`src/rtl/shift_sequencer_pkg.sv`:
```
// Shared types and elaboration helpers for the serial frame sequencer.
package shift_sequencer_pkg;

    typedef enum logic [1:0] {
        IDLE  = 2'd0,
        SHIFT = 2'd1,
        DONE  = 2'd2
    } seq_state_t;

    function automatic bit params_ok(input int num_bits, input int clks_per_bit);
        return (num_bits >= 32'sd2) && (clks_per_bit >= 32'sd1);
    endfunction

    // A single-cycle bit period still needs a one-bit counter to exist.
    function automatic int clk_cnt_width(input int clks_per_bit);
        return (clks_per_bit > 32'sd1) ? $clog2(clks_per_bit) : 32'sd1;
    endfunction

endpackage

```
`src/rtl/shift_sequencer_shift_register.sv`:
```
// Loadable shift register: shifts right, new serial bit enters at the MSB.
module shift_register #(
    parameter int                  NUM_BITS  = 8,
    parameter logic [NUM_BITS-1:0] RST_VALUE = '0
) (
    input  logic                clk,
    input  logic                rst,
    input  logic                load_enable,
    input  logic                shift_enable,
    input  logic [NUM_BITS-1:0] parallel_in,
    input  logic                serial_in,
    output logic [NUM_BITS-1:0] parallel_out,
    output logic                serial_out
);

    logic [NUM_BITS-1:0] data_r;

    // Load takes priority over shift; otherwise hold.
    always_ff @(posedge clk) begin
        if (rst) begin
            data_r <= RST_VALUE;
        end else if (load_enable) begin
            data_r <= parallel_in;
        end else if (shift_enable) begin
            data_r <= {serial_in, data_r[NUM_BITS-1:1]};
        end else begin
            data_r <= data_r;
        end
    end

    assign parallel_out = data_r;
    assign serial_out   = data_r[0];

endmodule

```
`src/rtl/shift_sequencer.sv`:
```
// Frame controller: loads a word, shifts it out LSB-first while capturing serial_in.
module shift_sequencer
    import shift_sequencer_pkg::*;
#(
    parameter int NUM_BITS     = 8,
    parameter int CLKS_PER_BIT = 4,
    parameter int RST_VALUE    = 0
) (
    input  logic                clk,
    input  logic                rst,
    input  logic [NUM_BITS-1:0] tx_data,
    input  logic                tx_valid,
    output logic                tx_ready,
    input  logic                abort,
    input  logic                serial_in,
    output logic                serial_out,
    output logic                bit_strobe,
    output logic                frame_active,
    output logic [NUM_BITS-1:0] rx_data,
    output logic                rx_valid
);

    localparam int BIT_W = $clog2(NUM_BITS);
    localparam int CLK_W = clk_cnt_width(CLKS_PER_BIT);
    localparam logic [BIT_W-1:0]    BIT_LAST = BIT_W'(NUM_BITS - 1);
    localparam logic [CLK_W-1:0]    CLK_LAST = CLK_W'(CLKS_PER_BIT - 1);
    localparam logic [NUM_BITS-1:0] RST_WORD = NUM_BITS'(RST_VALUE);

    if (!params_ok(NUM_BITS, CLKS_PER_BIT)) begin : g_bad_params
        $error("shift_sequencer: NUM_BITS must be >= 2 and CLKS_PER_BIT >= 1");
    end

    seq_state_t       state_r;
    logic [BIT_W-1:0] bit_cnt_r;
    logic [CLK_W-1:0] clk_cnt_r;
    logic             tx_ready_r;
    logic             frame_active_r;
    logic             rx_valid_r;
    logic             load_enable;
    logic             shift_enable;

    // Abort in IDLE blocks an accept in the same cycle.
    assign load_enable  = (state_r == IDLE) && tx_valid && !abort;
    assign shift_enable = (state_r == SHIFT) && (clk_cnt_r == CLK_LAST);

    // Frame FSM with bit/clock counters and registered status flags.
    always_ff @(posedge clk) begin
        if (rst) begin
            state_r        <= IDLE;
            bit_cnt_r      <= '0;
            clk_cnt_r      <= '0;
            tx_ready_r     <= 1'b1;
            frame_active_r <= 1'b0;
            rx_valid_r     <= 1'b0;
        end else begin
            case (state_r)
                IDLE: begin
                    rx_valid_r <= 1'b0;
                    bit_cnt_r  <= '0;
                    clk_cnt_r  <= '0;
                    if (load_enable) begin
                        state_r        <= SHIFT;
                        tx_ready_r     <= 1'b0;
                        frame_active_r <= 1'b1;
                    end else begin
                        state_r        <= IDLE;
                        tx_ready_r     <= 1'b1;
                        frame_active_r <= 1'b0;
                    end
                end
                SHIFT: begin
                    rx_valid_r <= 1'b0;
                    if (abort) begin
                        state_r        <= IDLE;
                        bit_cnt_r      <= '0;
                        clk_cnt_r      <= '0;
                        tx_ready_r     <= 1'b1;
                        frame_active_r <= 1'b0;
                    end else if (clk_cnt_r == CLK_LAST) begin
                        clk_cnt_r <= '0;
                        if (bit_cnt_r == BIT_LAST) begin
                            state_r        <= DONE;
                            bit_cnt_r      <= '0;
                            frame_active_r <= 1'b0;
                            rx_valid_r     <= 1'b1;
                        end else begin
                            bit_cnt_r <= bit_cnt_r + 1'b1;
                        end
                    end else begin
                        clk_cnt_r <= clk_cnt_r + 1'b1;
                    end
                end
                DONE: begin
                    state_r        <= IDLE;
                    bit_cnt_r      <= '0;
                    clk_cnt_r      <= '0;
                    tx_ready_r     <= 1'b1;
                    frame_active_r <= 1'b0;
                    rx_valid_r     <= 1'b0;
                end
                default: begin
                    state_r        <= IDLE;
                    bit_cnt_r      <= '0;
                    clk_cnt_r      <= '0;
                    tx_ready_r     <= 1'b1;
                    frame_active_r <= 1'b0;
                    rx_valid_r     <= 1'b0;
                end
            endcase
        end
    end

    assign tx_ready     = tx_ready_r;
    assign frame_active = frame_active_r;
    assign rx_valid     = rx_valid_r;
    assign bit_strobe   = shift_enable;

    shift_register #(
        .NUM_BITS  (NUM_BITS),
        .RST_VALUE (RST_WORD)
    ) u_shift_register (
        .clk          (clk),
        .rst          (rst),
        .load_enable  (load_enable),
        .shift_enable (shift_enable),
        .parallel_in  (tx_data),
        .serial_in    (serial_in),
        .parallel_out (rx_data),
        .serial_out   (serial_out)
    );

endmodule

```
`config.mk`:
```
export PLATFORM = sky130hd
export DESIGN_NAME = shift_sequencer
export DESIGN_NICKNAME = d
export VERILOG_FILES = /design/src/rtl/shift_sequencer_pkg.sv /design/src/rtl/shift_sequencer_shift_register.sv /design/src/rtl/shift_sequencer.sv
export SDC_FILE = /design/constraint.sdc
export NUM_CORES = 1
export LEC_CHECK = 0
export CORE_UTILIZATION = 40
export DETAILED_ROUTE_END_ITERATION = 12
export PLACE_DENSITY = 0.72
export SYNTH_ARGS = -nofsm -noshare
export SYNTH_HDL_FRONTEND = slang
export SYNTH_SLANG_ARGS = --single-unit
```
`constraint.sdc`:
```
create_clock -name clk -period 3.5 [get_ports clk]
set_input_delay 0.7 -clock clk [delete_from_list [all_inputs] [get_ports clk]]
set_output_delay 0.7 -clock clk [all_outputs]
set_load 0.01 [all_outputs]
```
==> reports/metrics.cfg <==
[power]
ir_drop_v=0.0002317
p_sw_mw=0.08711
p_clk_frac=0.279
internal_power_mw=0.2811
power.density_mw_per_mm2=357.5
power_frac_seq=0.566
power.share.combinational=0.155
sw_frac_of_total=0.2366
leakage_nw=0.3929

[cells_and_area]
fin_nets=126
diodes=0
final_cell_area_mm2=0.001030
drive_gt1_frac=0.06481
layout_common_cells=25 x clkdlybuf4s50_1, 17 x dfxtp_1, 16 x nor2_1, 9 x nand2_1
final_common_cell=clkdlybuf4s50_1
area_delta_synth_final_pct=34.92

[synth]
syn_nets=100
ys_seq_area_frac=0.4459
avgSynthCellArea_um2=9.196
ys_types=20
postSynthCellCount=83
netlist_area_um2=763.2
ys_ff_latch=17
yosysWarnings=0

[clock_network]
cts.repair.resized=0
cts_made_buffers=3
cts_buffer_depth=2
cts-root-buf=clkbuf_4
htree_levels=1
cts_setup_buffers=0
cts_tree=yes
cts_hold_buf=0
clk_latency_ps=280
cts_sinks=17
clkTransAtPathRegs_ps=100

[placement]
port_buffers=25
gp_congestion=0.8105
dp_hpwl_um=1092
place_area_mm2=0.001003

[route]
ant_nets=0
wl_per_cell_um=10.95
drtPass1Iterations=4
drt-total-wl_um=1456
drtIter0Drc=8
drt-vias-per-instance=4.947
num_vias=658
drc_errors=0

[worst_setup_path]
cp_cell_sequence=ha_1, nand3b_2, clkinv_1, clkdlybuf4s50_1
cp_slowest_cell=clkdlybuf4s50_1
crit_fanout=9
arrival_ps=1950
required_ps=2800
worst-path-buf-inv=2
worstSetupPathType=reg -> out
critical_path.top_delay_family=buffers and inverters
critPathMaxStageDelay_ps=570
setup.worst_path.end_class=primary output
worstSetupStartpointType=flip-flop

[timing]
max_slew.worst_pin.slew_ps=451.6
setup_tns_ps=0
fin_crit_ps=2651
fmax_ghz=0.3772
rsz0062_at_grt=no
finalSetupViolations=0
relSlewSlack=0.6977
min_period_over_period=0.7575
clock-skew-final_ps=2.413
report.final.slew_viol_count=0
hold_viol=0

[min_path]
hp-class=reg -> reg

[grt]
grt_pass1_wl_um=2408
antenna_found_initial=0
grt_max_degree=11
grt_pass1_vias=581
grt_usage=0.1588
grt_remaining_overflow=0

[floorplanning]
dieHeight_um=45.68
core_area_mm2=0.001764
dieArea_mm2=0.002087
start_util=0.4326
rows=15
floorplan.die.width_um=45.68
ioPinCount=26

[run]
maxCapViolations=0

[run_status]
outcome=completed

==> metal layers <==
layer | vias to the layer above | part of all wire | GRT usage | routed length (µm)
met2 | 22 | 0.45 | 0.2571 | 651
met4 | 0 | 0.010 | 0.05455 | 15
met3 | 2 | 0.059 | 0.03571 | 86
met1 | 294 | 0.48 | 0.2064 | 703
li1 | 340 | - | - | -
met5 | - | 0 | 0 | 0
==> final timing paths <==
| kind | from | end | slack, ps | cells after the start |
|---|---|---|---|---|
| min | bit_cnt_r[1] | bit_cnt_r[1] | 480 | 2 |
| max | clk_cnt_r[0] | bit_strobe | 850 | 4 |
| max reg2reg | clk_cnt_r[0] | u_shift_register.parallel_out[3] | 1980 | 5 |
| min reg2reg | bit_cnt_r[1] | bit_cnt_r[1] | 480 | 2 |
==> layout make-up <==
type                            count  area [µm²]
Fill cell                         174       734.5
Multi-Input combinational cell     59       370.4
Sequential cell                    17       340.3
Timing Repair Buffer               25       250.2
Tap cell                           25       31.28
Clock buffer                        4       26.28
Inverter                            3       11.26
==> worst reg2reg max path: stages (launching register included) <==
cell	delay [ps]
dfxtp_1	340
ha_1	280
nand3b_2	210
clkinv_1	250
nor3_1	230
nor4_1	70
==> metrics by stage <==
stage | power [mW] | util | hold WS (ps) | std cells | setup WS [ps]
2_1_floorplan | 0.2409 | - | 437.5 | 83 | 1825
3_3_place_gp | 0.2702 | 0.5688 | 445.9 | 129 | 1240
3_5_place_dp | 0.2703 | 0.5688 | 465.6 | 129 | 1156
4_1_cts | 0.3712 | 0.5837 | 480.3 | 133 | 835.7
5_1_grt | 0.3835 | 0.5837 | 506.7 | 133 | 716.4
6_report | 0.3682 | 0.5837 | 477.2 | 133 | 848.6
==> power groups by stage <==
stage | registers, mW | clock network [mW] | logic, mW
detailed placement | 0.213 | 0 | 0.0572
floorplan | 0.215 | 0 | 0.0262
CTS | 0.209 | 0.105 | 0.0574
finish | 0.208 | 0.103 | 0.0570
global route | 0.210 | 0.112 | 0.0621
global placement | 0.213 | 0 | 0.0572
==> flip-flops by register name, indices dropped and copies added (netlist names) <==
name                           cells
u_shift_register.parallel_out      8
state_r                            1
tx_ready                           1
rx_valid                           1
bit_cnt_r                          3
frame_active                       1
clk_cnt_r                          2
==> Yosys cell counts <==
cell       n  area share
buf_6      3       0.044
a21oi_1    6       0.039
nor3b_1    2       0.020
or4b_4     1       0.018
nor4_1     4       0.033
ha_1       4       0.066
buf_4      1      0.0098
clkinv_1   1      0.0049
inv_1      2      0.0098
nand3b_2   1       0.015
nor2_4     1       0.015
nand3b_1   1      0.0098
a31o_1     1       0.011
nand2_1    9       0.044
nor4b_4    1       0.031
dfxtp_1   17        0.45
mux2i_1    2       0.026
a211oi_1   4       0.039
nor3_1     6       0.039
nor2_1    16       0.079
==> cells by family after synthesis <==
kind of cell               after synthesis  share of synthesized area
and+or+nand+nor                         42                     0.3033
adders and majority gates                4                    0.06558
DFF                                     17                     0.4459
AOI/OAI and AO/OA                       11                    0.09017
buffers and inverters                    7                    0.06885
muxes                                    2                    0.02623
Power figures use the tool's default switching activity.
